--- src/rtl/myo_pwm_driver_if.sv ---
// myo_pwm_driver_if: control and H-bridge signals of one motor PWM driver.
`default_nettype none

interface myo_pwm_driver_if;
  logic        enable;
  logic [15:0] pwm_ref;
  logic        pwm_ref_valid;
  logic        in1;
  logic        in2;
  logic        period_start;
  logic        in_deadtime;
  logic        fault;

  modport master (
    output enable, pwm_ref, pwm_ref_valid,
    input  in1, in2, period_start, in_deadtime, fault
  );

  modport slave (
    input  enable, pwm_ref, pwm_ref_valid,
    output in1, in2, period_start, in_deadtime, fault
  );
endinterface

`default_nettype wire

--- src/rtl/myo_pwm_driver.sv ---
// myo_pwm_driver: sign/magnitude H-bridge PWM with period-aligned updates and reversal dead-time.
// Optional watchdog enabled by defining WATCHDOG_EN.
`default_nettype none

module myo_pwm_driver #(
  parameter int PERIOD       = 2500,
  parameter int DEADTIME     = 50,
  parameter int WATCHDOG_PER = 100
) (
  input  wire logic        clock,
  input  wire logic        reset,
  myo_pwm_driver_if.slave  bus
);

  if (PERIOD < 2 || PERIOD > 65535) begin : g_bad_period
    $error("PERIOD out of range");
  end
  if (DEADTIME < 1 || DEADTIME > 65535) begin : g_bad_deadtime
    $error("DEADTIME out of range");
  end
  if (WATCHDOG_PER < 1 || WATCHDOG_PER > 65535) begin : g_bad_wdper
    $error("WATCHDOG_PER out of range");
  end

  localparam logic [15:0] CNT_MAX  = 16'(PERIOD - 1);
  localparam logic [15:0] DT_MAX   = 16'(DEADTIME - 1);
  localparam logic [16:0] PERIOD_W = 17'(PERIOD);

  typedef enum logic [0:0] {ST_RUN = 1'b0, ST_DEAD = 1'b1} state_e;

  state_e      state_q, state_d;
  logic [15:0] cnt_q, cnt_d;
  logic [15:0] dt_q, dt_d;
  logic [15:0] shadow_q, shadow_d;
  logic [16:0] duty_act_q, duty_act_d;
  logic        dir_q, dir_d;
  logic        fault_q, fault_d;
  logic        in1_q, in1_d, in2_q, in2_d;
  logic        ps_q, ps_d, indt_q, indt_d;

  logic [16:0] mag, duty;
  logic        new_dir, wrap, on;

`ifdef WATCHDOG_EN
  localparam logic [15:0] WD_MAX = 16'(WATCHDOG_PER - 1);
  logic [15:0] wd_q, wd_d;
`endif

  always_comb begin
    shadow_d = shadow_q;
    if (fault_q)
      shadow_d = '0;
    else if (bus.pwm_ref_valid)
      shadow_d = bus.pwm_ref;

    // 17-bit magnitude so that -32768 maps to +32768 before clamping.
    mag     = shadow_d[15] ? ({1'b0, ~shadow_d} + 17'd1) : {1'b0, shadow_d};
    duty    = (mag > PERIOD_W) ? PERIOD_W : mag;
    new_dir = (shadow_d == '0) ? dir_q : shadow_d[15];
    wrap    = (state_q == ST_RUN) && (cnt_q == CNT_MAX);

    state_d    = state_q;
    cnt_d      = cnt_q;
    dt_d       = dt_q;
    duty_act_d = duty_act_q;
    dir_d      = dir_q;

    case (state_q)
      ST_RUN: begin
        cnt_d = wrap ? '0 : cnt_q + 16'd1;
        if (wrap || (duty_act_q == '0 && duty != '0)) begin
          cnt_d = '0;
          if (new_dir == dir_q || duty == '0) begin
            duty_act_d = duty;
            dir_d      = new_dir;
          end else begin
            state_d = ST_DEAD;
            dt_d    = '0;
          end
        end
      end
      ST_DEAD: begin
        cnt_d = '0;
        // Shadow is re-evaluated at exit, so a same-sign rewrite cancels the flip.
        if (dt_q == DT_MAX) begin
          state_d    = ST_RUN;
          duty_act_d = duty;
          dir_d      = new_dir;
        end else begin
          dt_d = dt_q + 16'd1;
        end
      end
      default: state_d = ST_RUN;
    endcase

    fault_d = fault_q;
`ifdef WATCHDOG_EN
    wd_d = wd_q;
    if (bus.pwm_ref_valid)
      wd_d = '0;
    else if (wrap && !fault_q) begin
      if (wd_q == WD_MAX)
        fault_d = 1'b1;
      else
        wd_d = wd_q + 16'd1;
    end
`else
    fault_d = 1'b0;
`endif

    on     = (state_d == ST_RUN) && bus.enable && !fault_d && ({1'b0, cnt_d} < duty_act_d);
    in1_d  = on && !dir_d;
    in2_d  = on && dir_d;
    ps_d   = (state_d == ST_RUN) && (cnt_d == '0);
    indt_d = (state_d == ST_DEAD);
  end

  always_ff @(posedge clock) begin
    if (reset) begin
      state_q    <= ST_RUN;
      cnt_q      <= '0;
      dt_q       <= '0;
      shadow_q   <= '0;
      duty_act_q <= '0;
      dir_q      <= 1'b0;
      fault_q    <= 1'b0;
      in1_q      <= 1'b0;
      in2_q      <= 1'b0;
      ps_q       <= 1'b0;
      indt_q     <= 1'b0;
`ifdef WATCHDOG_EN
      wd_q       <= '0;
`endif
    end else begin
      state_q    <= state_d;
      cnt_q      <= cnt_d;
      dt_q       <= dt_d;
      shadow_q   <= shadow_d;
      duty_act_q <= duty_act_d;
      dir_q      <= dir_d;
      fault_q    <= fault_d;
      in1_q      <= in1_d;
      in2_q      <= in2_d;
      ps_q       <= ps_d;
      indt_q     <= indt_d;
`ifdef WATCHDOG_EN
      wd_q       <= wd_d;
`endif
    end
  end

  assign bus.in1          = in1_q;
  assign bus.in2          = in2_q;
  assign bus.period_start = ps_q;
  assign bus.in_deadtime  = indt_q;
  assign bus.fault        = fault_q;

endmodule

`default_nettype wire

--- src/flat_wrapper.sv ---
// flat-port wrapper written by rule: the top's interface ports become plain ports
module myo_pwm_driver_flat 
#(
  parameter int PERIOD       = 2500,
  parameter int DEADTIME     = 50,
  parameter int WATCHDOG_PER = 100
)
  (clock, reset, bus_enable, bus_pwm_ref, bus_pwm_ref_valid, bus_in1, bus_in2, bus_period_start, bus_in_deadtime, bus_fault);
  myo_pwm_driver_if bus_i ();
  input  wire logic clock;
  input  wire logic reset;
  input wire logic [$bits(bus_i.enable)-1:0] bus_enable;
  input wire logic [$bits(bus_i.pwm_ref)-1:0] bus_pwm_ref;
  input wire logic [$bits(bus_i.pwm_ref_valid)-1:0] bus_pwm_ref_valid;
  output wire logic [$bits(bus_i.in1)-1:0] bus_in1;
  output wire logic [$bits(bus_i.in2)-1:0] bus_in2;
  output wire logic [$bits(bus_i.period_start)-1:0] bus_period_start;
  output wire logic [$bits(bus_i.in_deadtime)-1:0] bus_in_deadtime;
  output wire logic [$bits(bus_i.fault)-1:0] bus_fault;
  assign bus_i.enable = bus_enable;
  assign bus_i.pwm_ref = bus_pwm_ref;
  assign bus_i.pwm_ref_valid = bus_pwm_ref_valid;
  assign bus_in1 = bus_i.in1;
  assign bus_in2 = bus_i.in2;
  assign bus_period_start = bus_i.period_start;
  assign bus_in_deadtime = bus_i.in_deadtime;
  assign bus_fault = bus_i.fault;
  myo_pwm_driver #(.PERIOD(PERIOD), .DEADTIME(DEADTIME), .WATCHDOG_PER(WATCHDOG_PER)) u_core (.clock(clock), .reset(reset), .bus(bus_i));
endmodule
--- config.mk ---
export PLATFORM = sky130hd
export DESIGN_NAME = myo_pwm_driver_flat
export DESIGN_NICKNAME = d
export VERILOG_FILES = /design/src/rtl/myo_pwm_driver_if.sv /design/src/rtl/myo_pwm_driver.sv /design/src/flat_wrapper.sv
export SDC_FILE = /design/constraint.sdc
export NUM_CORES = 1
export LEC_CHECK = 0
export ABC_AREA = 1
export BUFFER_PORTS_ARGS = -buffer_cell sky130_fd_sc_hd__buf_4
export CELL_PAD_IN_SITES_DETAIL_PLACEMENT = 1
export CELL_PAD_IN_SITES_GLOBAL_PLACEMENT = 1
export CORE_MARGIN = 4
export CORE_UTILIZATION = 47
export DETAILED_ROUTE_END_ITERATION = 16
export PLACE_DENSITY_LB_ADDON = 0.1
export SLEW_MARGIN = 0
export SYNTH_ARGS = -nofsm -noshare
export SYNTH_HDL_FRONTEND = slang
export SYNTH_SLANG_ARGS = --single-unit
--- constraint.sdc ---
create_clock -name clock -period 6.3 [get_ports clock]
set_clock_uncertainty 0.05 [all_clocks]
set_input_delay 1.26 -clock clock [delete_from_list [all_inputs] [get_ports clock]]
set_output_delay 1.26 -clock clock [all_outputs]
set_load 0.02 [all_outputs]
==> impl_results.md <==
- Hold buffers post-CTS: 0
- Post-detailed-route count of antenna-violating nets: 0
- RD Place Congestion: 0.901
- H-Tree Level Count: 3
- Die Width: 108 µm
- Setup Viol. Count Final: 0
- Syn_area_per_cell: 6.41 µm²
- Clock root buffer: clkbuf_8
- Most common cell after layout, fill and taps aside: nand2_1
- Setup bufs post-CTS: 0
- Wire per inst: 15.7 µm
- Ports: 25
- Post-Synthesis Cells: 728
- Sequential area share after synthesis: 30.0%
- Gr ovfl total: 0
- Worst Reg2Reg Path Length in Cells: 24
- CORE AREA: 0.00973 mm²
- Asr flop ratio synth: 0%
- WP data arrival: 5.37 ns
- Largest net degree at the start of global routing: 60
- Proportion of layout cells with a drive suffix above 1: 12.2%
- CP delay by family, top: simple AND/OR/NAND/NOR gates
- Final nets: 781
- Worst Setup End Kind: register
- Critical Path Fanout Max: 26
- CP Launch Point: bus_pwm_ref_valid
- Post-Syn Area: 0.00467 mm²
- Die Height: 108 µm
- CTS clk-pin slew, worst paths: 0.08 ns
- Design area: 0.00507 mm²
- Status: completed
- First-pass GRT wire length: 23600 µm
- Mapped Nets: 767
- Register-to-register setup slack: 2.15 ns
- Max Cap Violations: 0
- Hold Vio Cnt, Final: 0
- CP Class: in -> reg
- Routed vias: 4666
- Initial Util: 48.0%
- # port buffers: 23
- Vias in the first global route: 4975
- Post-CTS Resized: 0
- Placement Cell Area: 0.00487 mm²
- Leakage power: 2.28 nW
- Fmax achieved: 0.195 GHz
- Die area: 0.0116 mm²
- Leading cell types in the layout, fill and taps excluded: 168 x nand2_1, 107 x inv_1, 97 x nor2_1, 70 x dfxtp_1, 64 x nand3_1
- Number of synthesis warnings: 0
- Critical Path Max Stage Delay: 0.37 ns
- Area grow syn2layout: 8.60%
- Period utilization: 81.4%
- HPWL Detailed: 10700 µm
- RR Endpoint: u_core.bus.in2$_SDFF_PP0_
- # diodes: 0
- Critical path endpoint: u_core.bus.in2$_SDFF_PP0_
- Gr usage total: 25.8%
- Min-delay worst type: reg -> reg
- Pwr dens: 300 mW/mm²
- Antenna violations before repair: 0
- Minimum clock period: 5.13 ns
- RR Startpoint: u_core.shadow_q[15]$_SDFF_PP0_
- Worst Tran Pin Value: 0.866 ns
- Fin Setup TNS: 0 ns
- Clk Latency, worst-skew pair: 0.36 ns
- DR DRC count: 0
- Worst Path Buf+Inv: 3
- Num CTS Buffers: 9
- FILL cells: 1351
- Max VDD drop: 148 µV
- TritonCTS clock tree: done
- CTS max path bufs: 2
- Post-synth top flop: dfxtp_1
- Sinks on Clock Net: 70
- Initial DRT Pass Iterations: 4
- Crit path depth: 29
- Max_slew headroom: 42.0%
- Critical Path Start Type: input pin
- Slew Limit Fails: 0
- RSZ-0062 raised after global routing: false
- CP required: 6.54 ns
- Crit path top cell by count: nand2_1
- Slowest CP cell: or2_1
- Vias per cell: 5.30
- Cell variety after synth: 44
- Seq cells post-synth: 70
- Wire length after detailed routing: 13800 µm
- Number of synthesized flops with an enable pin: 0
- Iter 0 DRT Violations: 237
- Row count: 36
[per-layer routing]
metal / part of all wire [%] / vias up / GRT usage (%)
li1: - / 2357 / -
met1: 44 / 2214 / 30.3
met2: 50 / 67 / 46.0
met3: 2.5 / 28 / 4.44
met4: 2.7 / 0 / 10.5
met5: 0 / - / 0
[layout make-up]
type | count | area, µm² | share of cell area (%)
clock inverters | 3 | 42.5 | 0.839
inverters | 118 | 445 | 8.79
clock buffers | 13 | 159 | 3.13
well taps | 133 | 166 | 3.28
multi-input cells | 520 | 2680 | 52.9
flip-flops and latches | 70 | 1400 | 27.6
repair buffers | 23 | 173 | 3.41
[Yosys cell counts (4+ instances only)]
master    instances  area [µm²]
nand2_1         168         631
inv_1           107         402
nor2_1           97         364
dfxtp_1          70        1400
nand3_1          64         320
a21oi_1          24         120
nor3_1           21         105
ha_1             19         238
o21ai_0          18        90.1
nand2_2          13        81.3
nand4_1          13        81.3
nor2_2           11        68.8
nor4_1           10        62.6
inv_2             9        33.8
clkbuf_1          8        30.0
buf_6             7        78.8
a31oi_1           5        31.3
nand3_2           5        50.1
o211ai_1          5        37.5
o21ai_1           5        25.0
o22ai_1           5        31.3
nand2_4           4        45.0
xnor2_1           4        35.0
xor2_1            4        35.0
[registers in the layout, summed over array words and instances (netlist names)]
| signal | flops |
|---|---|
| u_core.duty_act_q | 17 |
| u_core.cnt_q | 16 |
| u_core.dt_q | 16 |
| u_core.shadow_q | 16 |
| u_core.bus.in1 | 1 |
| u_core.bus.in2 | 1 |
| u_core.bus.period_start | 1 |
| u_core.dir_q | 1 |
| u_core.state_q | 1 |
[worst min-delay path by stage]
stage | startpoint | endpoint | slack, ns | cells past startpoint
after CTS | u_core.dt_q[14]$_SDFFE_PP0P_ | u_core.dt_q[14]$_SDFFE_PP0P_ | 0.42 | 2
after detailed placement | u_core.dt_q[14]$_SDFFE_PP0P_ | u_core.dt_q[14]$_SDFFE_PP0P_ | 0.41 | 2
after global routing | u_core.dt_q[14]$_SDFFE_PP0P_ | u_core.dt_q[14]$_SDFFE_PP0P_ | 0.45 | 2
after global placement | u_core.dt_q[14]$_SDFFE_PP0P_ | u_core.dt_q[14]$_SDFFE_PP0P_ | 0.40 | 2
final | u_core.dt_q[14]$_SDFFE_PP0P_ | u_core.dt_q[14]$_SDFFE_PP0P_ | 0.41 | 2
after floorplan | u_core.dt_q[10]$_SDFFE_PP0P_ | u_core.dt_q[10]$_SDFFE_PP0P_ | 0.38 | 1
[per-stage QoR]
| step | instances | setup WS, ns | hold WS, ns | total power [mW] | utilization [%] |
|---|---|---|---|---|---|
| after detailed placement | 864 | 0.851 | 0.410 | 1.14 | 50.0 |
| final | 880 | 1.17 | 0.414 | 1.52 | 52.1 |
| after global placement | 864 | 1.08 | 0.400 | 1.11 | 50.0 |
| after floorplan | 728 | 1.68 | 0.384 | 0.998 | - |
| after CTS | 880 | 1.19 | 0.422 | 1.53 | 52.1 |
| after global routing | 880 | 0.722 | 0.449 | 1.64 | 52.1 |
[tightest hold or removal path, delay by kind of cell, from the launching register on]
kind	cells	cell delay, ns
AO/OA/AOI/OAI	1	0.05
flip-flops	1	0.31
AND/OR/NAND/NOR	1	0.06
[kinds of logic after synthesis]
logic type / share of synthesized area (%)
fa+ha+maj: 5.09
flops: 30.0
other cells: 0.0803
xor+xnor: 1.50
simple gates: 40.3
buf+inv: 12.5
mux: 0.295
compound gates: 10.2
[report_power, final]
part | total [mW] | leakage [nW] | switching (mW) | internal, mW
clock | 0.382 | 0.0996 | 0.177 | 0.204
sequential | 0.511 | 0.570 | 0.0311 | 0.480
combinational | 0.626 | 1.61 | 0.428 | 0.198
total | 1.52 | 2.28 | 0.637 | 0.883
No activity file was read; power rests on OpenSTA's default activity.
